<file path="config.mk">
export PLATFORM = sky130hd
export DESIGN_NAME = seq_rotator
export DESIGN_NICKNAME = d
export VERILOG_FILES = /design/src/rtl/seq_rotator.sv
export SDC_FILE = /design/constraint.sdc
export NUM_CORES = 1
export LEC_CHECK = 0
export ABC_AREA = 1
export CORE_MARGIN = 3
export CORE_UTILIZATION = 25
export CTS_CLUSTER_DIAMETER = 80
export CTS_CLUSTER_SIZE = 20
export DETAILED_ROUTE_END_ITERATION = 8
export PLACE_DENSITY = 0.55
export SYNTH_ARGS = -nofsm -noshare
export SYNTH_HDL_FRONTEND = slang
export SYNTH_SLANG_ARGS = --single-unit
</file>
<file path="constraint.sdc">
create_clock -name clk -period 1.1 [get_ports clk]
set_clock_uncertainty 0.1 [all_clocks]
set_input_delay 0.165 -clock clk [delete_from_list [all_inputs] [get_ports clk]]
set_output_delay 0.165 -clock clk [all_outputs]
set_load 0.01 [all_outputs]
</file>
<file path="src/rtl/seq_rotator.sv">
// seq_rotator: multi-cycle 16-bit rotator, one bit per cycle; rev 1.0
// Optional macro SEQ_ROTATOR_SHIFT_EN enables logical-shift mode via b[5].
`default_nettype none

module seq_rotator (
  input  logic        clk,
  input  logic        rst_n,
  input  logic        start,
  input  logic [15:0] a,
  input  logic [15:0] b,
  input  logic        inv,
  output logic        busy,
  output logic        done,
  output logic [15:0] result
);

  typedef enum logic [1:0] {
    S_IDLE = 2'd0,
    S_RUN  = 2'd1,
    S_DONE = 2'd2
  } state_t;

  state_t      r_state;
  state_t      w_next;
  logic [3:0]  r_count;
  logic [15:0] r_result;
  logic        r_left;
  logic        w_accept;
  logic        w_fill_l;
  logic        w_fill_r;
  logic [15:0] w_step;
  logic        w_unused;

  assign w_accept = start && (r_state != S_RUN);
  assign w_unused = ^b[15:5];

`ifdef SEQ_ROTATOR_SHIFT_EN
  logic r_shift;

  always_ff @(posedge clk or negedge rst_n) begin
    if (!rst_n) begin
      r_shift <= 1'b0;
    end else if (w_accept) begin
      r_shift <= b[5];
    end
  end

  assign w_fill_l = r_shift ? 1'b0 : r_result[15];
  assign w_fill_r = r_shift ? 1'b0 : r_result[0];
`else
  assign w_fill_l = r_result[15];
  assign w_fill_r = r_result[0];
`endif

  assign w_step = r_left ? {r_result[14:0], w_fill_l}
                         : {w_fill_r, r_result[15:1]};

  always_comb begin
    w_next = r_state;
    case (r_state)
      S_IDLE: if (w_accept) w_next = (b[4:1] != 4'd0) ? S_RUN : S_DONE;
      S_RUN:  if (r_count == 4'd1) w_next = S_DONE;
      S_DONE: begin
        if (w_accept) w_next = (b[4:1] != 4'd0) ? S_RUN : S_DONE;
        else          w_next = S_IDLE;
      end
      default: w_next = S_IDLE;
    endcase
  end

  always_ff @(posedge clk or negedge rst_n) begin
    if (!rst_n) begin
      r_state  <= S_IDLE;
      r_count  <= 4'd0;
      r_result <= 16'h0000;
      r_left   <= 1'b0;
    end else begin
      r_state <= w_next;
      if (w_accept) begin
        r_result <= a;
        r_count  <= b[4:1];
        r_left   <= b[0] ^ inv;
      end else if (r_state == S_RUN) begin
        r_result <= w_step;
        r_count  <= r_count - 4'd1;
      end
    end
  end

  assign busy   = (r_state == S_RUN);
  assign done   = (r_state == S_DONE);
  assign result = r_result;

endmodule

`default_nettype wire

</file>
### After elaboration in Yosys (flattened, before gate mapping)

Index checks and enable logic that the tools add are counted.

| cells by class | value |
|---|---|
| add/subtract/negate cells | 1 |
| equal/unequal tests | 6 |
| mux-type cells | 10 |
| bitwise logic cells | 1 |
| reduce and logical (&&, ||, !) cells | 5 |

Operators with widths:

| operator | count |
|---|---|
| two-way mux 16 bit | 3 |
| two-way mux 2 bit | 4 |
| two-way mux 4 bit | 2 |
| one-hot mux 2 bit (3 select lines) | 1 |
| equality test 4 x 1 -> 1 bit, second input constant | 1 |
| != test 2 x 1 -> 1 bit, second input constant | 2 |
| nonzero test 4 bit | 1 |
| subtractor 4 x 1 -> 4 bit, second input constant | 1 |
| equality test 2 x 1 -> 1 bit, second input constant | 1 |
| equality test 2 bit, second input constant | 1 |
| logical NOT 2 bit | 1 |
| != test 2 bit, second input constant | 1 |
| AND reduction 2 bit | 1 |
| nonzero test 2 bit | 1 |
| logical AND 1 bit | 1 |
| bitwise XOR 1 bit | 1 |

| word-level totals | value |
|---|---|
| register bits after elaboration | 23 |
| input bits | 36 |

### Longest topological paths before layout

| depth | value |
|---|---|
| depth after elaboration | 4 |
| mapped depth | 7 |

### Least setup slack after synthesis

OpenSTA, ideal clock, no wires.

| path | value |
|---|---|
| kind | flip-flop to flip-flop |
| from | register r_state[1] |
| to | register r_result[4], in the netlist result[4] |
| data arrival time | 0.921 ns |
| data required time | 0.871 ns |
| setup slack | -0.050 ns |
| cell stages (with the launch flop) | 8 |
| path through | dfrtp_1 inv_2 nand2_4 nand2_4 inv_6 buf_8 nand2_1 nand3_1 |

| between the ends | value |
|---|---|
| word-level cells in the longest chain between the ends | 3 |
| elaborated cells on any way between the ends | 5 |
| those cells by class | 2 x eq/ne; 1 x mux; 2 x reduce/logical |

Ends and longest elaborated chain:

| what | line | RTL |
|---|---|---|
| start, declared | 23 | `state_t r_state;` |
| start signal, assigned | 78 | `r_state <= w_next;` |
| != test 2 x 1 -> 1 bit | 34 | `assign w_accept = start && (r_state != S_RUN);` |
| logical AND 1 bit | 34 |  |
| two-way mux 16 bit / nonzero test 2 bit (equally long branches) | n/a |  |
| end signal, assigned | 84 | `r_result <= w_step;` |
| end, declared | 26 | `logic [15:0] r_result;` |

Several ways; a longest one is shown, not always the timed one.
A chain may end at the register's enable or synchronous reset.

### Worst setup path in the final report

| path | value |
|---|---|
| from | register r_state[1] |
| to | output port busy |

| between the ends | value |
|---|---|
| word-level cells in the longest chain between the ends | 1 |

Ends and longest elaborated chain:

| what | line | RTL |
|---|---|---|
| equality test 2 x 1 -> 1 bit | 90 | `assign busy = (r_state == S_RUN);` |
| end, declared | 12 | `output logic busy,` |

Every way passes these cells.

==> impl_metrics.toml <==
[status]
status = "finished with violations"
violations = "negative setup slack"

[yosys]
synthArstFlopShare_pct = 100
ys_ff_latch = 23
ys_warn_count = 0
synthFlopType = "dfrtp_1"
syn_avg_cell_area_sq_um = 7.83
syn-num-nets = 209
ys_seq_area_share_pct = 43.0
synth_edf_count = 0
synth_cells = 171
synth.distinct_cells = 25
synth_area_sq_mm = 0.00134

[global_routing]
grt_start_max_net_pins = 24
gr-total-overflow = 0
grt_pass1_vias = 1295
grt_pass1_wl_um = 6220
gr-usage-all-layers_pct = 12.6
antenna_found_initial = 0

[floorplanning]
die_area_sq_mm = 0.00627
rows = 26
die_w_um = 79.2
ios = 54
fp.dieH_um = 79.2
coreArea_sq_mm = 0.00514
start_util_pct = 26.0

[critical_path]
reg2reg_to = "result[4]"
critPathKind = "reg -> out"
required_ns = 0.83
end_kind = "output pin"
reg2reg_from = "r_state[1]"
critPathArrivalTime_ns = 1.02
r2r_slack_ns = -0.18
rr_worst_depth = 7
cp_max_fo = 2
worst_setup_path_start_kind = "register"

[place]
place_congestion = 0.742
io_buffers = 42
hpwl_um = 2690

[sta]
rsz0062_at_grt = "true"
finalHoldViolations = 0
slew_headroom_pct = 83.6
slew_viol_final = 0
setup-violations-final = 24
max_freq_mhz = 780
period_share_pct = 117
fin_ws_ns = -0.182
tightestPinTransition_ns = 0.246
fin_tns_setup_ns = -3.83
fin_crit_ns = 1.28
whs_ns = 0.136

[clock_network]
cts.sinks = 23
root_buffer = "clkbuf_8"
ctsHoldBuffers = 0
clk_latency_ns = 0.27
numCtsBuffers = 3
cts_buffer_depth = 2
cts_tree = "built"
path_clk_slew_ns = 0.08
htree_num_levels = 1

[pwr]
max-vdd-ir-drop_v = 0.000959
power.total_mw = 5.91
p_leak_nw = 1.04
power_density_mw_per_mm2 = 2780

[routing]
wl_per_cell_um = 11.7
via_per_inst = 4.37
drc = 0
ant_nets = 0
drtPass1Iterations = 4
first_iter_violations = 95
vias = 1377
routed_wl_um = 3700

[cells_and_area]
layout_common_cells = "nand2_1 (41), buf_4 (28), clkdlybuf4s50_1 (24)"
finalNetCount = 284
drive_gt1_share_pct = 35.9
syn2layout_area_growth_pct = 58.7
nFillCells = 567
final_common_cell = "nand2_1"
diodes = 0

[job]
drv_cap = 0

[min_path]
worst_hold_path_type = "in -> async"
-- timing repair --
item	in CTS	in global routing
endpoints found under the setup margin	40	34
pin swaps	5	0
buffers inserted	5	1
resized for setup	88	6
-- kinds of logic after synthesis --
kind of cell,share of synthesized area [%]
simple gates,30.8
flops,43.0
compound gates,12.3
xor+xnor,1.31
buf+inv,10.7
fa+ha+maj,1.87
-- synthesized netlist by cell type, types with 2 or more instances --
cell       n  area, sq um
o211ai_1   8         60.1
nand3_1   19         95.1
nor2_2     3         18.8
buf_6      4         45.0
inv_1     12         45.0
nand2_2    3         18.8
nand2_1   51          191
o21ai_0    9         45.0
o21ai_1    2         10.0
buf_2      2         10.0
nor2_1    13         48.8
dfrtp_1   23          576
inv_2      3         11.3
a21oi_1    6         30.0
ha_1       2         25.0
nand2_4    2         22.5
-- through the flow --
stage	instance area, sq um	cells	setup WS, ns	util [%]
after floorplan	1350	171	-0.0491	-
after global placement	2060	306	-0.281	40.1
after detailed placement	2060	306	-0.316	40.1
after CTS	2090	314	-0.195	40.7
after global routing	2120	315	-0.266	41.3
final	2120	315	-0.182	41.3
-- power by group --
group	internal [mW]	switching (mW)	leakage, nW
registers	1.28	0.276	0.281
logic	1.91	1.90	0.738
clock network	0.254	0.291	0.0255
-- metal layers --
layer  vias up  share of wire [%]  GRT usage [%]
li1        696                  -              -
met1       639                 47           17.5
met2        37                 46           19.4
met3         5                5.5           2.49
met4         0                1.2           4.12
met5         -                  0              0
-- layout make-up --
| cell class | instances | area (sq um) | share of cell area [%] |
|---|---|---|---|
| Inverter | 16 | 65.1 | 3.06 |
| Tap cell | 70 | 87.6 | 4.12 |
| Clock inverter | 1 | 5.00 | 0.236 |
| Multi-Input combinational cell | 124 | 678 | 31.9 |
| Clock buffer | 3 | 41.3 | 1.94 |
| Timing Repair Buffer | 78 | 672 | 31.6 |
| Sequential cell | 23 | 576 | 27.1 |
-- critical path, cell delays in order, from the launching register on --
cell and delay (ns):
dfrtp_1 0.41, buf_6 0.13, nor2_4 0.08, buf_2 0.14
-- registers in the layout, summed over array words and instances (netlist names) --
| signal | cells |
|---|---|
| r_left | 1 |
| r_count | 4 |
| result | 16 |
| r_state | 2 |
-- how the worst max path moves through the flow --
stage / slack [ns] / end / start / cells past startpoint
2_1_floorplan: -0.05 / r_state[1] / r_state[0] / 5
3_3_place_gp: -0.28 / r_state[1] / start / 5
3_5_place_dp: -0.32 / r_state[1] / start / 5
4_1_cts: -0.20 / busy / r_state[1] / 3
5_1_grt: -0.27 / r_count[3] / r_state[0] / 8
6_report: -0.18 / busy / r_state[1] / 3
No activity file was read; power rests on OpenSTA's default activity.
